<file path="config.mk">
export PLATFORM = sky130hd
export DESIGN_NAME = serial_to_parallel_rx
export DESIGN_NICKNAME = d
export VERILOG_FILES = /design/src/rtl/serial_to_parallel_rx.sv
export SDC_FILE = /design/constraint.sdc
export NUM_CORES = 1
export LEC_CHECK = 0
export CAP_MARGIN = 10
export CORE_ASPECT_RATIO = 1.75
export CORE_MARGIN = 2
export CORE_UTILIZATION = 40
export CTS_BUF_LIST = sky130_fd_sc_hd__clkbuf_8
export DETAILED_ROUTE_END_ITERATION = 16
export HOLD_SLACK_MARGIN = 0.15
export PLACE_DENSITY = 0.71
export REMOVE_ABC_BUFFERS = 1
export SLEW_MARGIN = 15
export SYNTH_ARGS = -nofsm -noshare
export SYNTH_HDL_FRONTEND = slang
export SYNTH_SLANG_ARGS = --single-unit
</file>
<file path="constraint.sdc">
create_clock -name clk -period 3.05 [get_ports clk]
set_input_delay 0.61 -clock clk [delete_from_list [all_inputs] [get_ports clk]]
set_output_delay 0.61 -clock clk [all_outputs]
set_load 0.02 [all_outputs]
</file>
<file path="src/rtl/serial_to_parallel_rx.sv">
// serial_to_parallel_rx
//   Rebuilds WIDTH-bit words from a serial bit stream. A sync bit marks bit 0
//   of each frame, and bit_en lets the stream stall for any number of cycles.
//   Each completed word is held in data_out behind a valid/rd_ack handshake.
//   A word that overwrites an unconsumed one sets the sticky overrun flag.
//
// Ports
//   clk        rising-edge clock
//   clear      asynchronous, active-high reset
//   serial_in  serial data bit
//   bit_en     serial_in carries a valid bit this cycle
//   sync       together with bit_en, marks bit 0 of a new frame
//   rd_ack     consumer takes data_out this cycle
//   data_out   last completed word
//   valid      data_out holds a word that has not been consumed
//   overrun    sticky: a completed word replaced an unconsumed one
//   frame_err  one-cycle pulse: a sync arrived mid-frame and aborted it
//   busy       a frame is being received (state SHIFT)
module serial_to_parallel_rx #(
    parameter int WIDTH     = 6,
    parameter bit MSB_FIRST = 1'b0
) (
    input  logic             clk,
    input  logic             clear,
    input  logic             serial_in,
    input  logic             bit_en,
    input  logic             sync,
    input  logic             rd_ack,
    output logic [WIDTH-1:0] data_out,
    output logic             valid,
    output logic             overrun,
    output logic             frame_err,
    output logic             busy
);

    localparam int CW = $clog2(WIDTH);
    localparam logic [CW-1:0] LAST = CW'(WIDTH - 1);

    typedef enum logic {IDLE, SHIFT} state_t;

    state_t           state_q, state_d;
    logic [WIDTH-1:0] shreg_q, shreg_d;
    logic [CW-1:0]    cnt_q, cnt_d;
    logic [WIDTH-1:0] data_q, data_d;
    logic             valid_q, valid_d;
    logic             overrun_q, overrun_d;
    logic             frame_err_q, frame_err_d;
    logic             complete;

    // Register position of the k-th sampled bit.
    function automatic logic [CW-1:0] bit_pos(input logic [CW-1:0] k);
        return MSB_FIRST ? (LAST - k) : k;
    endfunction

    // State register
    always_ff @(posedge clk or posedge clear) begin
        if (clear) begin
            state_q     <= IDLE;
            shreg_q     <= '0;
            cnt_q       <= '0;
            data_q      <= '0;
            valid_q     <= 1'b0;
            overrun_q   <= 1'b0;
            frame_err_q <= 1'b0;
        end else begin
            state_q     <= state_d;
            shreg_q     <= shreg_d;
            cnt_q       <= cnt_d;
            data_q      <= data_d;
            valid_q     <= valid_d;
            overrun_q   <= overrun_d;
            frame_err_q <= frame_err_d;
        end
    end

    // Next-state logic
    always_comb begin
        state_d     = state_q;
        shreg_d     = shreg_q;
        cnt_d       = cnt_q;
        data_d      = data_q;
        valid_d     = valid_q;
        overrun_d   = overrun_q;
        frame_err_d = 1'b0;
        complete    = 1'b0;

        if (rd_ack && valid_q) valid_d = 1'b0;

        case (state_q)
            IDLE: begin
                // Non-sync bits outside a frame are dropped.
                if (bit_en && sync) begin
                    shreg_d                 = '0;
                    shreg_d[bit_pos('0)]    = serial_in;
                    cnt_d                   = CW'(1);
                    state_d                 = SHIFT;
                end
            end
            SHIFT: begin
                if (bit_en && sync) begin
                    // Premature sync: drop the partial word, restart the frame.
                    shreg_d                 = '0;
                    shreg_d[bit_pos('0)]    = serial_in;
                    cnt_d                   = CW'(1);
                    frame_err_d             = 1'b1;
                end else if (bit_en) begin
                    shreg_d[bit_pos(cnt_q)] = serial_in;
                    if (cnt_q == LAST) begin
                        // Last bit goes straight into data_out this edge.
                        data_d   = shreg_d;
                        complete = 1'b1;
                        cnt_d    = '0;
                        state_d  = IDLE;
                    end else begin
                        cnt_d = cnt_q + CW'(1);
                    end
                end
            end
            default: state_d = IDLE;
        endcase

        // An ack on the completion edge consumes the old word, so no overrun.
        if (complete) begin
            if (valid_q && !rd_ack) overrun_d = 1'b1;
            valid_d = 1'b1;
        end
    end

    // Outputs
    always_comb begin
        data_out  = data_q;
        valid     = valid_q;
        overrun   = overrun_q;
        frame_err = frame_err_q;
        busy      = (state_q == SHIFT);
    end

endmodule

</file>
Yosys cells after proc, flatten, opt, wreduce, memory -nomap -nowiden
Cells that the tools add are included.
W data, S select, Z words.
{ "totals": {"ff_bits": 19, "elab_cells": 48, "out_inout_bits": 10} }
{ "op_classes": {"n_lt_le_gt_ge": 2, "muxes": 24, "reduce_logical": 9, "eq_ne": 3, "addsub": 1, "bitwise": 2} }
{ "op_table": {"columns": ["cell", "count"], "rows": [
  ["$mux W6", 3],
  ["$mux W1", 12],
  ["$mux W3", 4],
  ["$pmux W6 S2", 1],
  ["$bwmux W6", 1],
  ["$pmux W3 S2", 1],
  ["$logic_and A1 B1 Y1", 4],
  ["$lt A3 B4 Y1 const B", 1],
  ["$reduce_and A2 Y1", 2],
  ["$reduce_and A4 Y1", 1],
  ["$add A3 B1 Y3 const B", 1],
  ["$demux W1 S3", 1],
  ["$eq A3 B3 Y1 const B", 1],
  ["$ge A3 B1 Y1 const B", 1],
  ["$ne A3 B2 Y1 const B", 1],
  ["$ne A2 B2 Y1 const B", 1],
  ["$not A1 Y1", 2],
  ["$pmux W1 S2", 1],
  ["$reduce_bool A2 Y1", 1],
  ["$logic_not A1 Y1", 1]
]} }

Longest topological paths before layout
Gate-level depths: netlist of run 1.
{ "logic_depth": {"word_depth": 8, "depth_mapped": 5} }

Worst setup path after synthesis of run 1
No wires, ideal clock.
{ "synth_timing": {"kind": "in2reg", "start": "input sync", "end": "register data_q[0] (netlist: data_out[0])", "cell_stages": 4, "t_arrival_ns": 1.411, "setup_slack_ns": 1.514, "t_required_ns": 2.925, "setup_ns": 0.125, "path_cell_list": "and2b_1 and2_4 buf_6 mux2_4"} }
{ "synth_via": {"elab_chain_cells": 3} }
{ "synth_lines": {"columns": ["element", "line", "text"], "rows": [
  ["start, declared", "27", "input logic sync,"],
  ["$logic_and A1 B1 Y1", "100", "if (bit_en && sync) begin"],
  ["$not A1 Y1 (no line)", null, null],
  ["$reduce_and A4 Y1 (no line)", null, null],
  ["end signal, assigned", "69", "data_q <= data_d;"],
  ["end, declared", "44", "logic [WIDTH-1:0] data_q, data_d;"]
]} }
Every way passes these cells.
A chain may end at the register's enable or synchronous reset.

Worst setup path after layout of run 1
{ "layout_timing": {"start": "register state_q (netlist: busy)", "end": "output busy"} }
{ "layout_lines": {"columns": ["element", "line", "text"], "rows": [
  ["start, declared", "41", "state_t state_q, state_d;"],
  ["start signal, assigned", "66", "state_q <= state_d;"],
  ["end, declared", "33", "output logic busy"]
]} }
No word-level cell between the ends.

==> results of run 1 <==
-- flip-flops by register name, summed over array words and instances, names as in the netlist --
register   cells
cnt_q          3
frame_err      1
shreg_q        5
valid          1
busy           1
data_out       6
overrun        1
-- cells in the final DEF (no fill, tap or decap), types with 2 or more instances in the layout --
master / n
sky130_fd_sc_hd__dfrtp_1: 18
sky130_fd_sc_hd__clkdlybuf4s50_1: 15
sky130_fd_sc_hd__inv_1: 9
sky130_fd_sc_hd__o21ai_0: 6
sky130_fd_sc_hd__mux2_4: 4
sky130_fd_sc_hd__clkbuf_8: 4
sky130_fd_sc_hd__a21o_1: 3
sky130_fd_sc_hd__nand2_1: 3
sky130_fd_sc_hd__mux2i_1: 3
sky130_fd_sc_hd__nor4bb_1: 2
sky130_fd_sc_hd__and3_1: 2
sky130_fd_sc_hd__nor2_1: 2
sky130_fd_sc_hd__and2_1: 2
sky130_fd_sc_hd__o22ai_1: 2
-- worst paths after layout --
kind	endpoint	slack, ns	cells after the start	start
worst min register to register	shreg_q[1]$_DFFE_PP0P_	0.48	1	shreg_q[1]$_DFFE_PP0P_
worst max register to register	data_out[4]$_DFFE_PP0P_	1.50	3	cnt_q[1]$_DFFE_PP0P_
worst max-delay path	busy	0.99	1	busy$_DFF_PP0_
max in group asynchronous	cnt_q[0]$_DFFE_PP0P_	1.88	2	clear
worst min-delay path	shreg_q[1]$_DFFE_PP0P_	0.48	1	shreg_q[1]$_DFFE_PP0P_
min in group asynchronous	data_out[3]$_DFFE_PP0P_	0.75	2	clear
-- final cells by class --
class	instances	share of cell area
clock buffers	4	0.0501
inverters	9	0.0308
multi-input cells	47	0.345
flip-flops and latches	18	0.410
well taps	24	0.0273
repair buffers	15	0.137
-- routing by layer --
layer / up-vias / global-route usage
met5: - / 0
met4: 0 / 0.116
met3: 5 / 0.0100
met1: 322 / 0.194
li1: 311 / -
met2: 19 / 0.248
-- power groups by stage --
| stage | registers [mW] | clock network (mW) | logic, mW |
|---|---|---|---|
| floorplan | 0.386 | 0 | 0.114 |
| global placement | 0.359 | 0 | 0.244 |
| detailed placement | 0.360 | 0 | 0.248 |
| CTS | 0.355 | 0.196 | 0.250 |
| global route | 0.364 | 0.210 | 0.268 |
| finish | 0.356 | 0.192 | 0.247 |
-- kinds of logic (layout without fill, tap and decap cells) --
kind of cell           after synthesis  after routing
AO/OA/AOI/OAI                       19             19
buffers and inverters               16             28
flip-flops                          18             18
multiplexers                         8              8
AND/OR/NAND/NOR                     20             20
-- per-stage QoR --
stage	power [mW]	setup WS (ns)	area, um2	util
floorplan	0.500	1.56	863	-
global placement	0.603	0.861	1040	0.492
detailed placement	0.608	0.793	1040	0.492
CTS	0.800	0.994	1100	0.518
global route	0.842	0.949	1100	0.518
finish	0.794	0.987	1100	0.518
==> results.md, run 1 <==
| Stage | Metric | Value |
| --- | --- | --- |
| yosys | Simple logic cell fraction of the synthesized area | 0.165 |
| place | Dpl hpwl | 1.20 mm |
| setup path | Crit-path leading delay family | buffers and inverters |
| yosys | Number of storage elements in the synthesis netlist | 18 |
| routing | Detailed-route via count | 657 |
| cts | Root buffer selected by CTS | sky130_fd_sc_hd__clkbuf_8 |
| timing | Setup repair after global routing missed its margin | false |
| yosys | Number of enable-type register cells in the synthesized netlist | 0 |
| routing | Detailed-routing wirelength on met1 | 684 um |
| timing | Final-layout setup total negative slack | 0 ns |
| routing | DR iter-0 viols | 14 |
| layout | Area of combinational cells with multiple inputs | 379 um2 |
| layout | Fraction of final layout cells sized beyond drive strength 1 | 0.151 |
| cts | Quantity of gates resized following cts | 0 |
| floorplan | Effective utilization at floorplan | 0.429 |
| grt | Global-route wire length before repair | 2.86 mm |
| timing | Worst hold slack after final layout | 0.485 ns |
| yosys | Compound-gate portion of the synthesized area | 0.140 |
| layout | Antenna Diode Count | 0 |
| yosys | Post-synthesis xor/xnor area fraction | 0 |
| layout | Number of filler instances in the final layout | 181 |
| grt | GRT Overall Usage | 0.159 |
| routing | DR WL met2 | 877 um |
| floorplan | Number of rows in the core area | 22 |
| power | Leakage power summed over all cells | 0.529 nW |
| power | Switching portion of total power | 0.311 |
| yosys | Syn avg cell area | 11.2 um2 |
| yosys | Portion of netlist area occupied by mux cells | 0.112 |
| cts | # H-tree levels | 1 |
| setup path | Sum of buffers and inverters on the critical path | 1 |
| yosys | List of most frequent post-synthesis cells | sky130_fd_sc_hd__dfrtp_1, sky130_fd_sc_hd__inv_1, sky130_fd_sc_hd__o21ai_0 |
| power | Clock power frac | 0.242 |
| cts | Clk Latency, worst-skew pair | 0.25 ns |
| yosys | Total standard cell area after synthesis | 908 um2 |
| place | Placed insts | 113 |
| power | Power per unit of standard cell area | 723 nW/um2 |
| setup path | Setup crit start kind | flip-flop |
| worst hold path | Class of the worst hold path | reg2reg |
| yosys | Flip-flop cell with the highest count after synthesis | sky130_fd_sc_hd__dfrtp_1 |
| routing | Routed wire length | 1.68 mm |
| yosys | Arithmetic-cell share of the synthesized area counting full adders, half adders and majority gates | 0 |
| cts | Buffer depth of the longest clock path | 2 |
| timing | Period utilization | 0.676 |
| timing | Total count of hold-check failures in the final report | 0 |
| grt | Via count of the first global-routing pass | 645 |
| power | Net Switching | 0.247 mW |
| floorplan | Die area | 2680 um2 |
| cts | Number of buffers added by the clock tree synthesis step | 3 |
| run status | Result of the run | finished, final reports clean |
| floorplan | Die Y-Extent | 67.0 um |
| setup path | Maximum fanout along the worst path | 11 |
| floorplan | Top-Level Pins | 16 |
| yosys | Distinct cells, synth | 33 |
| routing | Pre-antenna DRT Iters | 4 |
| yosys | Synthesized instance count | 81 |
| timing | Count of final max-slew check failures | 0 |
| routing | Total DRC errors in the routed layout | 0 |
| yosys | Post-synthesis sequential area ratio | 0.496 |
| power | Internal Dissipation | 0.547 mW |
| run | Maxcap violations | 0 |
| timing | Actual slew at the worst max-slew pin | 0.660 ns |
| place | Weighted congestion at the end of routability-driven global placement | 0.758 |
| timing | Max transition margin | 0.559 |
| floorplan | Die span in x | 40.0 um |
| setup path | Data required time at the worst endpoint | 2.44 ns |
| grt | Maximum number of pins on one net before global-route repair | 19 |
| layout | Count of non-filler cells in the finished layout | 117 |
| routing | Top routing layer in use | met4 |
| layout | Storage cell area | 450 um2 |
| yosys | Yosys Warn Count | 0 |
| power | Logic pwr share | 0.311 |
| power | VDD IR-drop max | 430 uV |
| routing | Post-detailed-route via-to-cell ratio | 5.62 |
| place | Number of buffers added on ports | 15 |
| setup path | Type of element capturing the critical path | output port |
| yosys | Ys async rst share | 1.00 |
| yosys | Library cell with the largest summed area after synthesis | sky130_fd_sc_hd__dfrtp_1 |
| yosys | Most common cell in the netlist | sky130_fd_sc_hd__dfrtp_1 |
| yosys | Largest family of logic cells by synthesized area | simple AND/OR/NAND/NOR gates |
| cts | TritonCTS clock tree | built |
| layout | Layout net count | 100 |
| timing | Max frequency | 485 MHz |
| grt | Initial antenna violation count | 0 |
| timing | Minimum clock period | 2.06 ns |
| routing | Average routed wire per standard cell | 14.3 um |
| cts | Register clock-pin slew on the reported worst setup and hold paths | 0.07 ns |
| routing | Final ANT Viol Nets | 0 |
| cts | Post-CTS Hold Buffers | 0 |
| setup path | Largest stage delay on the critical path | 0.67 ns |
| routing | Sum of met3 wire segment lengths after detailed routing | 62 um |
| timing | Worst clock skew on the final layout | 0.00223 ns |
| cts | Buffers inserted during post-CTS setup optimization | 0 |
| setup path | Type of the worst setup path | reg2out |
| layout | P&R area growth vs syn | 20.9% |
| timing | Count of endpoints failing setup in the final report | 0 |
| power | Sequential group share of total power | 0.448 |
| yosys | Largest cells by area after synthesis | sky130_fd_sc_hd__dfrtp_1, sky130_fd_sc_hd__mux2_4, sky130_fd_sc_hd__inv_1 |
| yosys | Top cell type's share of synthesized area | 0.496 |
| setup path | Standard cell with the maximum stage delay on the critical path | sky130_fd_sc_hd__clkdlybuf4s50_1 |
| setup path | Crit path DAT | 1.45 ns |
| cts | TritonCTS sink count | 18 |
| floorplan | Core Region | 2120 um2 |
| setup path | CP cell instances | clkdlybuf4s50_1 |
| grt | Total grt overflow | 0 |
No activity file was read; power rests on OpenSTA's default activity.
==> run 2: changes to the inputs <==
==> constraint.sdc (replaced) <==
create_clock -name clk -period 2.1 [get_ports clk]
set_input_delay 0.42 -clock clk [delete_from_list [all_inputs] [get_ports clk]]
set_output_delay 0.42 -clock clk [all_outputs]
set_load 0.02 [all_outputs]
==> run 2 against run 1 <==
  * Register-to-register slack worse by 0.96 ns
  * Power is 45% higher
  * First-iteration DRC count is 110% higher
  * Clock skew is 0.00056 ns higher
  * Count of clock-buffer cells in the layout stayed put
  * Sequential power is 45% higher
  * Non-clock buffer count is 2 higher
  * Combinational power is 46% higher
  * Die area stayed put
  * Via count stayed put
  * Largest cell class unchanged
==> results.md, run 2 (synthesized netlist as in run 1, its figures left out) <==
| Stage | Metric | Value |
| --- | --- | --- |
| timing | Worst clock skew on the final layout | 0.00279 ns |
| setup path | CP cell instances | clkdlybuf4s50_1 |
| place | Number of buffers added on ports | 15 |
| floorplan | Die span in x | 40.0 um |
| setup path | Worst R2R End | data_out[5]$_DFFE_PP0P_ |
| timing | Max frequency | 537 MHz |
| layout | Antenna Diode Count | 0 |
| routing | Routed wire length | 1.71 mm |
| place | Pre-CTS worst setup slack | 0.288 ns |
| cts | Buffer depth of the longest clock path | 2 |
| setup path | Data required time at the worst endpoint | 1.68 ns |
| timing | Total count of hold-check failures in the final report | 0 |
| run status | Result of the run | finished, final reports clean |
| setup path | Capture point of the critical path | busy |
| cts | TritonCTS sink count | 18 |
| run | Maxcap violations | 0 |
| setup path | Largest stage delay on the critical path | 0.67 ns |
| routing | Post-detailed-route via-to-cell ratio | 5.52 |
| floorplan | Die Y-Extent | 67.0 um |
| place | DP Area | 1060 um2 |
| cts | Register clock-pin slew on the reported worst setup and hold paths | 0.07 ns |
| cts | Quantity of gates resized following cts | 0 |
| floorplan | Top-Level Pins | 16 |
| timing | Count of final max-slew check failures | 0 |
| setup path | Crit-path leading delay family | buffers and inverters |
| timing | Least setup slack across all paths after layout | 0.239 ns |
| worst hold path | Class of the worst hold path | reg2reg |
| setup path | Setup crit start kind | flip-flop |
| cts | Number of buffers added by the clock tree synthesis step | 3 |
| layout | Final Instance Area | 1110 um2 |
| timing | Minimum clock period | 1.86 ns |
| timing | Actual slew at the worst max-slew pin | 0.670 ns |
| layout | Most used cells in the layout excluding fill and tap cells | sky130_fd_sc_hd__dfrtp_1, sky130_fd_sc_hd__clkdlybuf4s50_1, sky130_fd_sc_hd__inv_1 |
| routing | Pre-antenna DRT Iters | 4 |
| cts | TritonCTS clock tree | built |
| setup path | Maximum fanout along the worst path | 11 |
| setup path | Crit path DAT | 1.44 ns |
| grt | Maximum number of pins on one net before global-route repair | 19 |
| layout | Fraction of final layout cells sized beyond drive strength 1 | 0.168 |
| cts | Clk Latency, worst-skew pair | 0.25 ns |
| setup path | Type of the worst setup path | reg2out |
| timing | Final-layout setup total negative slack | 0 ns |
| power | Final Power | 1.16 mW |
| floorplan | Die area | 2680 um2 |
| setup path | Critical Path Source | busy$_DFF_PP0_ |
| routing | Detailed-route via count | 657 |
| power | Leakage power summed over all cells | 0.539 nW |
| setup path | Standard cell with the maximum stage delay on the critical path | sky130_fd_sc_hd__clkdlybuf4s50_1 |
| routing | Final ANT Viol Nets | 0 |
| grt | Global-route wire length before repair | 2.97 mm |
| setup path | Register-to-register setup slack | 0.54 ns |
| routing | Average routed wire per standard cell | 14.4 um |
| cts | # H-tree levels | 1 |
| setup path | Number of cell instances on the worst register-to-register path | 3 |
| cts | Root buffer selected by CTS | sky130_fd_sc_hd__clkbuf_8 |
| grt | Via count of the first global-routing pass | 667 |
| power | VDD IR-drop max | 556 uV |
| cts | Buffers inserted during post-CTS setup optimization | 0 |
| grt | Initial antenna violation count | 0 |
| layout | Most common cell after layout, fill and taps aside | sky130_fd_sc_hd__dfrtp_1 |
| routing | Total DRC errors in the routed layout | 0 |
| grt | Total grt overflow | 0 |
| layout | Layout net count | 102 |
| place | Weighted congestion at the end of routability-driven global placement | 0.810 |
| cts | Post-CTS Hold Buffers | 0 |
| setup path | Type of element capturing the critical path | output port |
| grt | GRT Overall Usage | 0.160 |
| power | Power per unit of standard cell area | 1040 nW/um2 |
| worst hold path | Worst hold path stage count | 1 |
| setup path | Number of cells on the critical path | 1 |
| layout | Flip-flop count of the largest register after layout | 6 |
| setup path | Worst reg2reg startpoint | cnt_q[1]$_DFFE_PP0P_ |
| setup path | Sum of buffers and inverters on the critical path | 1 |
| floorplan | Effective utilization at floorplan | 0.429 |
| floorplan | Core Region | 2120 um2 |
| timing | Count of endpoints failing setup in the final report | 0 |
| timing | Max transition margin | 0.553 |
| place | Dpl hpwl | 1.23 mm |
| timing | Worst hold slack after final layout | 0.484 ns |
| floorplan | Number of rows in the core area | 22 |
| layout | P&R area growth vs syn | 22.6% |
| timing | Setup repair after global routing missed its margin | false |
| timing | Period utilization | 0.886 |
| routing | DR iter-0 viols | 29 |
[run 2: changes by cell type in the layout (fill, tap and decap cells not counted)]
cell / change
sky130_fd_sc_hd__buf_4: +2
[run 2: worst min-delay path by stage]
stage / end / startpoint / slack (ns)
floorplan: busy$_DFF_PP0_ / clear / 0.36
global placement: overrun$_DFFE_PP0P_ / overrun$_DFFE_PP0P_ / 0.46
detailed placement: shreg_q[1]$_DFFE_PP0P_ / shreg_q[1]$_DFFE_PP0P_ / 0.47
CTS: shreg_q[1]$_DFFE_PP0P_ / shreg_q[1]$_DFFE_PP0P_ / 0.49
global route: shreg_q[1]$_DFFE_PP0P_ / shreg_q[1]$_DFFE_PP0P_ / 0.50
finish: overrun$_DFFE_PP0P_ / overrun$_DFFE_PP0P_ / 0.48
[run 2: per-stage QoR]
stage	std cells	util
final	119	0.525
after global routing	119	0.525
after CTS	119	0.525
after detailed placement	115	0.499
after global placement	115	0.499
after floorplan	74	-
[run 2: power breakdown]
part	internal (mW)	leakage, nW	switching (mW)
logic	0.202	0.281	0.157
clock network	0.167	0.0288	0.114
registers	0.428	0.229	0.0864
[run 2: routing by layer]
layer	vias to the layer above	share of wire	global-route usage
li1	311	-	-
met1	324	0.39	0.199
met2	17	0.56	0.264
met3	5	0.032	0.0100
met4	0	0.023	0.0776
met5	-	0	0
[run 2: cell type report]
cell class | instances | area [um2]
Inverter | 9 | 33.8
Clock buffer | 4 | 55.1
Fill cell | 186 | 1010
Multi-Input combinational cell | 47 | 379
Sequential cell | 18 | 450
Timing Repair Buffer | 17 | 165
Tap cell | 24 | 30.0
==> run 3: changes to the inputs <==
--- a/config.mk
+++ b/config.mk
@@ -14,7 +14,6 @@
 export HOLD_SLACK_MARGIN = 0.15
 export PLACE_DENSITY = 0.71
 export REMOVE_ABC_BUFFERS = 1
-export SLEW_MARGIN = 15
 export SYNTH_ARGS = -nofsm -noshare
 export SYNTH_HDL_FRONTEND = slang
 export SYNTH_SLANG_ARGS = --single-unit
==> results of run 3 <==
The final DEF is identical to that of run 2; final timing and power are the same.
